**config.mk**
```make
export PLATFORM = sky130hd
export DESIGN_NAME = btn_conditioner
export DESIGN_NICKNAME = d
export VERILOG_FILES = /design/src/rtl/btn_pkg.sv /design/src/rtl/btn_sync.sv /design/src/rtl/btn_conditioner.sv
export SDC_FILE = /design/constraint.sdc
export NUM_CORES = 1
export LEC_CHECK = 0
export BUFFER_PORTS_ARGS = -buffer_cell sky130_fd_sc_hd__buf_2
export CELL_PAD_IN_SITES_DETAIL_PLACEMENT = 1
export CELL_PAD_IN_SITES_GLOBAL_PLACEMENT = 1
export CORE_ASPECT_RATIO = 1.1
export CORE_MARGIN = 2
export CORE_UTILIZATION = 51
export CTS_BUF_LIST = sky130_fd_sc_hd__clkbuf_8
export DETAILED_ROUTE_END_ITERATION = 16
export MAX_ROUTING_LAYER = met4
export PLACE_DENSITY = 0.85
export SETUP_SLACK_MARGIN = 0.3
export SLEW_MARGIN = 20
export SYNTH_ARGS = -nofsm -noshare
export SYNTH_HDL_FRONTEND = slang
export SYNTH_SLANG_ARGS = --single-unit
```
**constraint.sdc**
```tcl
create_clock -name clk -period 4.2 [get_ports clk]
set_clock_uncertainty 0.2 [all_clocks]
set_input_delay 0.21 -clock clk [delete_from_list [all_inputs] [get_ports clk]]
set_output_delay 0.21 -clock clk [all_outputs]
set_load 0.01 [all_outputs]
```
**src/rtl/btn_pkg.sv**
```systemverilog
// Shared types and defaults for the push-button conditioner.
package btn_pkg;

  typedef enum logic [1:0] {
    ST_RELEASED,
    ST_PRESS_CHK,
    ST_PRESSED,
    ST_RELEASE_CHK
  } btn_state_e;

  localparam int unsigned DEBOUNCE_CYCLES_DEF = 20000;
  localparam int unsigned LONG_CYCLES_DEF     = 10000000;

  // Width able to hold the larger of the two terminal counts without wrapping.
  function automatic int unsigned cnt_width(input int unsigned a, input int unsigned b);
    return $clog2(((a > b) ? a : b) + 1);
  endfunction

endpackage

```
**src/rtl/btn_sync.sv**
```systemverilog
// Two-flop synchronizer for the raw button; resets to the idle (released, 1) level.
module btn_sync (
  input  logic clk,
  input  logic rst,
  input  logic d_i,
  output logic q_o
);

  logic meta_q;
  logic sync_q;

  always_ff @(posedge clk) begin
    if (rst) begin
      meta_q <= 1'b1;
      sync_q <= 1'b1;
    end else begin
      meta_q <= d_i;
      sync_q <= meta_q;
    end
  end

  assign q_o = sync_q;

endmodule

```
**src/rtl/btn_conditioner.sv**
```systemverilog
// Debounced button with press/release pulses, a pending-event flag with overrun,
// and an optional long-press pulse enabled by defining BTN_LONGPRESS_EN.
module btn_conditioner
  import btn_pkg::*;
#(
  parameter int unsigned DEBOUNCE_CYCLES = DEBOUNCE_CYCLES_DEF,
  parameter int unsigned LONG_CYCLES     = LONG_CYCLES_DEF
) (
  input  logic clk,
  input  logic rst,
  input  logic btn_n_i,
  output logic btn_level_o,
  output logic press_o,
  output logic release_o,
  output logic long_o,
  output logic evt_valid_o,
  input  logic evt_ack_i,
  output logic evt_overrun_o
);

  localparam int unsigned CW = cnt_width(DEBOUNCE_CYCLES, LONG_CYCLES);
  localparam logic [CW-1:0] DB_LAST = CW'(DEBOUNCE_CYCLES - 1);

  logic          btn_n_sync;
  logic          pressed;
  btn_state_e    state_q;
  logic [CW-1:0] cnt_q;
  logic          press_q;
  logic          release_q;
  logic          level_q;
  logic          evt_valid_q, evt_valid_d;
  logic          overrun_q, overrun_d;

  btn_sync u_sync (
    .clk (clk),
    .rst (rst),
    .d_i (btn_n_i),
    .q_o (btn_n_sync)
  );

  assign pressed = ~btn_n_sync;

  // The counter only advances while below its terminal value, so it cannot wrap.
  always_ff @(posedge clk) begin
    if (rst) begin
      state_q   <= ST_RELEASED;
      cnt_q     <= '0;
      press_q   <= 1'b0;
      release_q <= 1'b0;
      level_q   <= 1'b0;
    end else begin
      press_q   <= 1'b0;
      release_q <= 1'b0;
      case (state_q)
        ST_RELEASED: begin
          if (pressed) begin
            state_q <= ST_PRESS_CHK;
            cnt_q   <= '0;
          end
        end
        ST_PRESS_CHK: begin
          if (!pressed) begin
            state_q <= ST_RELEASED;
          end else if (cnt_q == DB_LAST) begin
            state_q <= ST_PRESSED;
            press_q <= 1'b1;
            level_q <= 1'b1;
          end else begin
            cnt_q <= cnt_q + CW'(1);
          end
        end
        ST_PRESSED: begin
          if (!pressed) begin
            state_q <= ST_RELEASE_CHK;
            cnt_q   <= '0;
          end
        end
        ST_RELEASE_CHK: begin
          if (pressed) begin
            state_q <= ST_PRESSED;
          end else if (cnt_q == DB_LAST) begin
            state_q   <= ST_RELEASED;
            release_q <= 1'b1;
            level_q   <= 1'b0;
          end else begin
            cnt_q <= cnt_q + CW'(1);
          end
        end
        default: state_q <= ST_RELEASED;
      endcase
    end
  end

  // A press landing together with an ack re-arms the event instead of clearing it.
  always_comb begin
    evt_valid_d = evt_valid_q;
    overrun_d   = overrun_q;
    if (press_q) begin
      evt_valid_d = 1'b1;
      if (evt_valid_q && !evt_ack_i) overrun_d = 1'b1;
    end else if (evt_ack_i) begin
      evt_valid_d = 1'b0;
    end
  end

  always_ff @(posedge clk) begin
    if (rst) begin
      evt_valid_q <= 1'b0;
      overrun_q   <= 1'b0;
    end else begin
      evt_valid_q <= evt_valid_d;
      overrun_q   <= overrun_d;
    end
  end

`ifdef BTN_LONGPRESS_EN
  localparam logic [CW-1:0] LONG_LAST = CW'(LONG_CYCLES - 1);
  localparam logic [CW-1:0] LONG_SAT  = CW'(LONG_CYCLES);

  logic [CW-1:0] hold_q;
  logic          long_q;

  // Saturation at LONG_CYCLES blocks a repeat until RELEASED clears the count.
  always_ff @(posedge clk) begin
    if (rst) begin
      hold_q <= '0;
      long_q <= 1'b0;
    end else begin
      long_q <= 1'b0;
      if (state_q == ST_RELEASED) begin
        hold_q <= '0;
      end else if (state_q == ST_PRESSED && hold_q != LONG_SAT) begin
        hold_q <= hold_q + CW'(1);
        if (hold_q == LONG_LAST) long_q <= 1'b1;
      end
    end
  end

  assign long_o = long_q;
`else
  assign long_o = 1'b0;
`endif

  assign btn_level_o   = level_q;
  assign press_o       = press_q;
  assign release_o     = release_q;
  assign evt_valid_o   = evt_valid_q;
  assign evt_overrun_o = overrun_q;

endmodule
```
==> flow_metrics.tcl, run 1 <==
set metrics [dict create \
    startpoint "cnt_q[0]" \
    wl_met1_um 1890 \
    grt_pass1_wl_um 7500 \
    yosysMostFrequentCell "dfxtp_1" \
    path_clk_slew_ns 0.07 \
    power.leakage_uw 0.000681 \
    yosysWarnings 0 \
    syn_nets 199 \
    synth_area_um2 1640 \
    crit_chain "ha_1 > and3_1 > and3_1 > a211o_1 > or4_1 > o311ai_1" \
    ys_seq_area_share_pct 40.2 \
    portBuffers 8 \
    syn_inst 194 \
    cpLargestDelayFamily "simple AND/OR/NAND/NOR gates" \
    wl_met3_um 173 \
    reg2reg_to "cnt_q[22]" \
    path_buf_inv 0 \
    min_to "evt_valid_o" \
    rr_startpoint "cnt_q[0]" \
    cts_tree "built" \
    max_stage_delay_ns 0.58 \
    end_kind "flip-flop" \
    run_status "complete, no violations" \
    gp_congestion 0.835 \
    maxSlewViolCount 0 \
    cts_setup_buffers 0 \
    period_minus_slack_ns 2.51 \
    relSlewSlack_pct 47.7 \
    crit_fanout 12 \
    design.core.area_um2 3050 \
    cts_resized 0 \
    rrSetupSlack_ns 1.69 \
    rsz0062_at_grt "no" \
    finalSetupViolCount 0 \
    avgSynthCellArea_um2 8.47 \
    wl_per_cell_um 18.4 \
    grt_pass1_vias 1617 \
    ctsHtreeMaxLevel 2 \
    antenna_found_initial 0 \
    startpoint_type "flip-flop" \
    synth-seq-cells 33 \
    ant_nets 0 \
    areaGrowthSynthToFinish_pct 11.7 \
    cts_root_buf "clkbuf_8" \
    hp-class "input port to flip-flop" \
    r2r_cells 6 \
    required_ns 4.20 \
    drive_above_1_share_pct 12.3 \
    min_period_over_period_pct 59.8 \
    ioPinCount 10 \
    dr_wl_met2_um 2170 \
    nets 207 \
    arrival_ns 2.51 \
    whs_path_depth 4 \
    clock_latency_ns 0.30 \
    hpwl_um 3170 \
    cts_buffer_depth 2 \
    grt_max_degree 24 \
    tightest_slew_ns 0.785 \
    cp_common_cell "and3_1" \
    irDropWorstVdd_uv 298 \
    critPathKind "flip-flop to flip-flop" \
    top_layer_used "met4" \
    synth_top_flop_cell "dfxtp_1" \
    synth_commonest_cells "dfxtp_1, nand2_1, a21oi_1, nor2_1, or4_1" \
    dieArea_um2 3690 \
    initial_core_util_pct 53.9 \
    via_per_inst 6.57 \
    num_rows 21 \
    fmax_ghz 0.398 \
    numCtsBuffers 5 \
    synth_cell_types 47 \
    maxCapViolCount 0 \
    power_density_nw_per_um2 381 \
    whs_ns 0.0166 \
    async_flop_share_pct 0 \
    synth_area_leader_cell "dfxtp_1" \
    die_y_um 63.5 \
    grt_usage_pct 27.4 \
    cts.sinks 33 \
    diodes 0 \
    drc 0 \
    min_from "evt_ack_i" \
    synth.top_cell.area_share_pct 40.2 \
    slowest_stage "or4_1" \
    synth_enable_flop_cells 0 \
    wirelength_um 4350 \
    final_hold_viol_count 0 \
    dieWidth_um 58.1 \
    first_pass_iters 4 \
    grt-ovfl-total 0 \
    via_count 1556 \
    synthTopCellsByArea "dfxtp_1, or4_1, a21oi_1" \
    drt_iter0_drc 47 \
    fin_setup_tns_ns 0 \
]
worst max-delay path by stage:
stage,end,cells past startpoint,slack [ns]
after floorplan,cnt_q[20],6,2.06
after global placement,cnt_q[17],5,1.51
after detailed placement,cnt_q[22],6,1.71
after CTS,cnt_q[22],6,1.69
after global routing,cnt_q[13],6,1.47
final,cnt_q[22],6,1.69
stage by stage:
step	cells	util (%)	total power (µW)	setup WS [ns]	instance area (µm²)
6_report	237	60.2	699	1.69	1840
5_1_grt	237	60.2	717	1.47	1840
4_1_cts	237	60.2	703	1.69	1840
3_5_place_dp	228	55.5	345	1.71	1690
3_3_place_gp	228	55.4	344	1.51	1690
2_1_floorplan	194	-	339	2.06	1640
per-layer routing:
metal | track usage (%) | up-vias
li1 | - | 760
met1 | 31.1 | 747
met2 | 44.2 | 37
met3 | 7.60 | 12
met4 | 12.5 | 0
met5 | - | -
placed cells by master (no fill, tap or decap), types with 2 or more instances in the layout:
master	Yosys	layout
clkbuf_8	0	5
or4_1	10	10
a211o_1	5	5
buf_2	3	8
o22ai_1	2	2
mux2i_1	3	3
nor4_1	7	7
or3_1	6	6
inv_1	7	7
o21ai_0	8	8
o31ai_1	2	2
o211ai_1	5	5
or2_2	5	5
a22oi_1	3	3
nand3_1	7	7
nand4_1	7	7
and4_1	3	3
o211a_1	3	3
nor2_1	11	11
bufinv_16	0	2
a21o_1	2	2
and3_1	3	3
nor3_1	5	5
a21oi_1	12	12
nand2_1	16	16
dfxtp_1	33	33
final cells by class:
class | count | area, µm²
Clock buffer | 5 | 68.8
Clock inverter | 3 | 65.1
Fill cell | 357 | 1210
Inverter | 7 | 26.3
Multi-Input combinational cell | 146 | 922
Sequential cell | 33 | 661
Tap cell | 34 | 42.5
Timing Repair Buffer | 9 | 50.0
sequential cells by signal, indices dropped and copies added, names as in the netlist, named ones only:
| name | flops |
|---|---|
| release_o | 1 |
| press_o | 1 |
| cnt_q | 24 |
| u_sync.q_o | 1 |
| btn_level_o | 1 |
| evt_valid_o | 1 |
| state_q | 1 |
| evt_overrun_o | 1 |
| u_sync.meta_q | 1 |
what timing repair did:
action,CTS,global route
endpoints found under the hold margin,1,0
hold buffers,1,0
endpoints found under the setup margin,0,0
power by group:
part | switching, µW | internal (µW)
Clock | 124 | 236
Sequential | 1.92 | 315
Combinational | 15.8 | 6.63
worst register-to-register path: cells and delay by family (launching register included):
kind                       cells  cell delay [ns]
and+or+nand+nor                3             1.03
AOI/OAI and AO/OA              2             0.59
DFF                            1             0.35
adders and majority gates      1             0.26
cells by family (layout without fill, tap and decap cells):
group | Yosys count | in the layout | synth area share, %
other cells | 1 | 1 | 0.228
compound gates | 53 | 53 | 22.3
mux | 3 | 3 | 1.83
xor+xnor | 2 | 2 | 1.07
flops | 33 | 33 | 40.2
buf+inv | 15 | 24 | 3.88
simple gates | 86 | 86 | 29.7
fa+ha+maj | 1 | 1 | 0.761
Power figures use the tool's default switching activity.
==> run 2: changes to the inputs <==
--- a/config.mk
+++ b/config.mk
@@ -5,16 +5,17 @@
 export SDC_FILE = /design/constraint.sdc
 export NUM_CORES = 1
 export LEC_CHECK = 0
+export ABC_AREA = 1
 export BUFFER_PORTS_ARGS = -buffer_cell sky130_fd_sc_hd__buf_2
 export CELL_PAD_IN_SITES_DETAIL_PLACEMENT = 1
 export CELL_PAD_IN_SITES_GLOBAL_PLACEMENT = 1
 export CORE_ASPECT_RATIO = 1.1
 export CORE_MARGIN = 2
-export CORE_UTILIZATION = 51
+export CORE_UTILIZATION = 41
 export CTS_BUF_LIST = sky130_fd_sc_hd__clkbuf_8
 export DETAILED_ROUTE_END_ITERATION = 16
 export MAX_ROUTING_LAYER = met4
-export PLACE_DENSITY = 0.85
+export PLACE_DENSITY = 0.76
 export SETUP_SLACK_MARGIN = 0.3
 export SLEW_MARGIN = 20
 export SYNTH_ARGS = -nofsm -noshare
==> constraint.sdc (replaced) <==
create_clock -name clk -period 2.1 [get_ports clk]
set_clock_uncertainty 0.2 [all_clocks]
set_input_delay 0.105 -clock clk [delete_from_list [all_inputs] [get_ports clk]]
set_output_delay 0.105 -clock clk [all_outputs]
set_load 0.01 [all_outputs]
==> run 2 against run 1 <==
  * Synthesized area grew 29%
  * Setup slack lost 1.4 ns
  * Clock power grew 78%
  * Largest power group unchanged
==> flow_metrics.tcl, run 2 <==
set metrics [dict create \
    run_status "complete, no violations" \
    wirelength_um 7340 \
    reg2reg_to "cnt_q[19]" \
    power_density_nw_per_um2 505 \
    syn_inst 316 \
    cts_root_buf "clkbuf_8" \
    rr_startpoint "cnt_q[3]" \
    dieArea_um2 5770 \
    finalSetupViolCount 0 \
    maxSlewViolCount 0 \
    ctsHtreeMaxLevel 2 \
    cts_tree "built" \
    design.core.area_um2 5000 \
    grt_usage_pct 24.3 \
    syn_nets 321 \
    ant_nets 0 \
    via_count 2241 \
    startpoint "cnt_q[3]" \
    nets 347 \
    startpoint_type "flip-flop" \
    period_minus_slack_ns 1.84 \
    end_kind "flip-flop" \
    power_frac_clock_pct 48.3 \
    areaGrowthSynthToFinish_pct 23.1 \
    synth_enable_flop_cells 0 \
    required_ns 2.13 \
    p_switching_uw 299 \
    cts.sinks 33 \
    die_y_um 79.5 \
    fmax_ghz 0.544 \
    whs_ns 0.0443 \
    rrSetupSlack_ns 0.26 \
    rsz0062_at_grt "yes" \
    mostFrequentLayoutCells "nand2_1, nor2_1, inv_1, nand3_1, dfxtp_1" \
    slowest_stage "dfxtp_2" \
    yosysWarnings 0 \
    synthTopCellsByArea "dfxtp_1, nand2_1, nor2_1" \
    power_frac_comb_pct 4.4 \
    ioPinCount 10 \
    portBuffers 8 \
    synth-seq-cells 33 \
    cts_buffer_depth 2 \
    avgSynthCellArea_um2 6.72 \
    synth.top_cell.area_share_pct 31.1 \
    ys_seq_area_share_pct 31.1 \
    synth_top_flop_cell "dfxtp_1" \
    gp_congestion 0.851 \
    drc 0 \
    grt_pass1_wl_um 10700 \
    r2r_cells 8 \
    crit_fanout 5 \
    wl_per_cell_um 18.3 \
    regMostFlops "cnt_q" \
    cp_common_cell "nand2_1" \
    hp-class "input port to flip-flop" \
    largest_reg_flops 24 \
    synth_area_leader_cell "dfxtp_1" \
    initial_core_util_pct 42.5 \
    synth_commonest_cells "nand2_1, nor2_1, dfxtp_1, nand3_1, inv_1" \
    yosysMostFrequentCell "nand2_1" \
    fin_setup_tns_ns 0 \
    grt-ovfl-total 0 \
    intPower_uw 1020 \
    arrival_ns 1.87 \
    setup.worst_path.end "cnt_q[19]" \
    final_hold_viol_count 0 \
    p_seq_share_pct 47.3 \
    numCtsBuffers 5 \
    diodes 0 \
    power.leakage_uw 0.000869 \
    num_rows 27 \
    synth_area_um2 2120 \
    hpwl_um 4230 \
    clock_latency_ns 0.29 \
    async_flop_share_pct 0 \
    layout_commonest_cell "nand2_1" \
    drt_iter0_drc 108 \
    max_stage_delay_ns 0.41 \
    min_period_over_period_pct 87.5 \
    via_per_inst 5.59 \
    antenna_found_initial 0 \
    maxCapViolCount 0 \
    synth_cell_types 36 \
    irDropWorstVdd_uv 487 \
    grt_pass1_vias 2160 \
    critPathKind "flip-flop to flip-flop" \
    grt_max_degree 25 \
    first_pass_iters 4 \
    drive_above_1_share_pct 32.7 \
    p_sw_share_pct 22.6 \
    crit_chain "nand2_1 > nor2_4 > nand2_2 > nor2_2 > nand2_1 > o21bai_1 > inv_1 > nor2_1" \
    path_clk_slew_ns 0.07 \
    fill_cells 656 \
    dieWidth_um 72.6 \
]
==> run 2: changes by cell type after synthesis, sizes merged, moves of 7 or more <==
| cell | before | now |
|---|---|---|
| nor4 | 7 | 0 |
| nand2 | 16 | 90 |
| or4 | 10 | 0 |
| inv | 7 | 28 |
| nand3 | 7 | 28 |
| nor2 | 11 | 63 |
| a21oi | 12 | 25 |
==> run 2: cell type report <==
class / count / area [µm²] / area share [%]
clock buffer: 6 / 82.6 / 3.16
clock inverter: 2 / 33.8 / 1.29
inverter: 28 / 111 / 4.26
multi-input combinational: 250 / 1460 / 55.9
sequential: 33 / 688 / 26.3
tap: 58 / 72.6 / 2.77
timing repair buffer: 24 / 165 / 6.31
==> run 2: per-stage QoR <==
stage	cell area (µm²)	power (µW)	std cells	setup slack (ns)	util [%]
after floorplan	2120	679	316	0.404	-
after CTS	2420	1320	391	0.308	48.4
after global routing	2620	1370	401	0.193	52.3
after global placement	2180	685	377	0.200	43.5
final	2620	1320	401	0.262	52.3
after detailed placement	2180	686	377	0.147	43.5
==> run 2: kinds of logic (layout without fill, tap and decap cells) <==
logic type | count (synthesis) | count (layout) | share of synthesized area [%]
other | 1 | 1 | 0.177
AOI/OAI and AO/OA | 35 | 35 | 10.5
adders and majority gates | 1 | 1 | 0.589
and+or+nand+nor | 203 | 207 | 46.0
DFF | 33 | 33 | 31.1
xor gates and xnor gates | 6 | 6 | 2.47
buffers and inverters | 37 | 60 | 9.19
==> run 2: worst min-delay path by stage <==
stage	to	from	depth (start not counted)
after floorplan	u_sync.meta_q	btn_n_i	1
after global placement	u_sync.meta_q	btn_n_i	2
after detailed placement	u_sync.meta_q	btn_n_i	2
after CTS	cnt_q[19]	rst	4
after global routing	cnt_q[19]	rst	4
final	cnt_q[19]	rst	4
==> run 2: per-layer routing <==
metal | vias to the layer above | global-route usage [%] | part of all wire, %
met1 | 1102 | 30.3 | 42
li1 | 1074 | - | -
met3 | 15 | 3.03 | 4.4
met2 | 50 | 41.9 | 51
met5 | - | - | 0
met4 | 0 | 5.56 | 2.1
==> run 2: worst max-delay path: cells and delay by family, from the launching register on <==
family / cells / cell delay (ns)
simple gates: 6 / 0.85
compound gates: 1 / 0.22
flops: 1 / 0.41
buf+inv: 1 / 0.09
==> run 2: what timing repair did <==
action / 4_1_cts / 5_1_grt
endpoints found under the hold margin: 3 / 0
buffers inserted: 2 / 8
gates resized for setup: 16 / 39
cloned: 2 / 2
pin swaps: 3 / 9
endpoints found under the setup margin: 26 / 28
hold buffers: 2 / 0
==> run 2: power groups by stage <==
| stage | combinational [µW] | sequential (µW) | clock (µW) |
|---|---|---|---|
| finish | 58.5 | 625 | 638 |
| global route | 62.1 | 625 | 683 |
| CTS | 47.6 | 629 | 641 |
| detailed placement | 42.4 | 644 | 0 |
| global placement | 41.2 | 644 | 0 |
| floorplan | 35.2 | 643 | 0 |
==> run 3: changes to the inputs <==
--- a/config.mk
+++ b/config.mk
@@ -11,13 +11,13 @@
 export CELL_PAD_IN_SITES_GLOBAL_PLACEMENT = 1
 export CORE_ASPECT_RATIO = 1.1
 export CORE_MARGIN = 2
-export CORE_UTILIZATION = 41
+export CORE_UTILIZATION = 30
 export CTS_BUF_LIST = sky130_fd_sc_hd__clkbuf_8
 export DETAILED_ROUTE_END_ITERATION = 16
 export MAX_ROUTING_LAYER = met4
-export PLACE_DENSITY = 0.76
+export PLACE_DENSITY = 0.59
 export SETUP_SLACK_MARGIN = 0.3
-export SLEW_MARGIN = 20
+export SLEW_MARGIN = 30
 export SYNTH_ARGS = -nofsm -noshare
 export SYNTH_HDL_FRONTEND = slang
 export SYNTH_SLANG_ARGS = --single-unit
==> run 3 against run 2 <==
  * Register-to-register slack better by 0.12 ns
  * Routed wire length is 6.5% lower
  * Flip-flop and latch count stayed put
  * First-iteration DRC count is 9.3% lower
  * Largest power group unchanged
  * Setup slack better by 0.12 ns
  * Global-route usage is 6.1 points lower
  * Hold slack worse by 0.028 ns
  * Clock-buffer cell count is 1 lower
  * Maximum frequency is 6.7% higher
==> flow_metrics.tcl, run 3 (same netlist as run 2, synthesis figures left out) <==
set metrics [dict create \
    run_status "complete, no violations" \
    maxSlewViolCount 0 \
    diodes 0 \
    die_y_um 92.3 \
    p_sw_share_pct 22.2 \
    regMostFlops "cnt_q" \
    intPower_uw 1120 \
    clock_latency_ns 0.30 \
    num_rows 32 \
    ioPinCount 10 \
    critPathKind "flip-flop to flip-flop" \
    crit_fanout 6 \
    maxCapViolCount 0 \
    mostFrequentLayoutCells "nand2_1, nor2_1, inv_1, nand3_1, dfxtp_1" \
    nets 351 \
    finalSetupViolCount 0 \
    drive_above_1_share_pct 33.7 \
    wl_per_cell_um 15.9 \
    dieArea_um2 7770 \
    cts_root_buf "clkbuf_8" \
    fill_cells 872 \
    initial_core_util_pct 30.7 \
    rsz0062_at_grt "yes" \
    power_frac_comb_pct 4.5 \
    power.leakage_uw 0.000929 \
    startpoint_type "flip-flop" \
    fin_setup_tns_ns 0 \
    dieWidth_um 84.2 \
    power.total_uw 1440 \
    antenna_found_initial 0 \
    grt_pass1_wl_um 10900 \
    fmax_ghz 0.581 \
    areaGrowthSynthToFinish_pct 28.3 \
    fin_cells 432 \
    hp-class "input port to flip-flop" \
    whs_ns 0.0159 \
    gp_congestion 0.766 \
    first_pass_iters 4 \
    via_count 2130 \
    numCtsBuffers 5 \
    design.core.area_um2 6930 \
    end_kind "flip-flop" \
    final_hold_viol_count 0 \
    grt_max_degree 25 \
    largest_reg_flops 24 \
    ctsHtreeMaxLevel 2 \
    hpwl_um 4580 \
    power_frac_clock_pct 51.9 \
    p_switching_uw 320 \
    drc 0 \
    postPlaceCellArea_um2 2230 \
    required_ns 2.07 \
    grt_pass1_vias 2185 \
    cts.sinks 33 \
    drt_iter0_drc 98 \
    ant_nets 0 \
    placed_cells_incl_taps 406 \
    layout_commonest_cell "nand2_1" \
    path_clk_slew_ns 0.08 \
    min_period_over_period_pct 82.0 \
    via_per_inst 4.93 \
    period_minus_slack_ns 1.72 \
    p_seq_share_pct 43.6 \
    cts_tree "built" \
    cts_buffer_depth 2 \
    wirelength_um 6860 \
    power_density_nw_per_um2 529 \
    final_area_um2 2730 \
    irDropWorstVdd_uv 259 \
    grt_usage_pct 18.2 \
    grt-ovfl-total 0 \
    portBuffers 8 \
    arrival_ns 1.69 \
]
## run 3: layer usage
layer	global-route usage, %	wire [µm]	part of all wire, %	vias up
met2	30.4	3480	51	12
met5	-	0	0	-
met4	5.65	110	1.6	0
met1	22.7	3170	46	1035
li1	-	-	-	1073
met3	2.61	99	1.4	10
## run 3: power groups by stage
stage | combinational, µW | clock, µW | sequential (µW)
global route | 70.2 | 783 | 628
global placement | 43.7 | 0 | 644
floorplan | 35.2 | 0 | 643
CTS | 49.0 | 762 | 629
finish | 65.3 | 748 | 628
detailed placement | 44.0 | 0 | 644
## run 3: what timing repair did
item | in CTS | in global routing
hold buffers | 2 | 0
pin swaps | 4 | 8
endpoints found under the hold margin | 3 | 0
cloned | 1 | 1
endpoints found under the setup margin | 22 | 28
gates resized for setup | 7 | 44
setup buffers | 3 | 11
## run 3: cell type report
type	count	area (µm²)	area share, %
repair buffers	30	260	9.55
well taps	85	106	3.90
clock buffers	5	68.8	2.52
flip-flops and latches	33	681	25.0
inverters	28	109	3.99
clock inverters	3	65.1	2.39
multi-input cells	248	1440	52.7
## run 3: final timing paths
kind	depth (start not counted)	slack, ns	from	endpoint
max reg2reg	9	0.38	cnt_q[1]	cnt_q[16]
min	4	0.02	rst	cnt_q[19]
min reg2reg	1	0.22	u_sync.meta_q	u_sync.q_o
max	9	0.38	cnt_q[1]	cnt_q[16]
## run 3: per-stage QoR
step / worst slack, ns / utilization [%]
after floorplan: 0.404 / -
final: 0.377 / 39.4
after CTS: 0.296 / 35.8
after global routing: 0.257 / 39.4
after detailed placement: 0.157 / 32.1
after global placement: 0.180 / 32.1
## run 3: worst max-delay path, stage by stage (launching register included)
cell     delay (ns)
dfxtp_2        0.38
ha_4           0.16
nand3_2        0.11
nor2_2         0.18
nand3_4        0.14
nand2_8        0.15
buf_12         0.12
nor2_1         0.04
nand2_1        0.06
a21oi_1        0.06
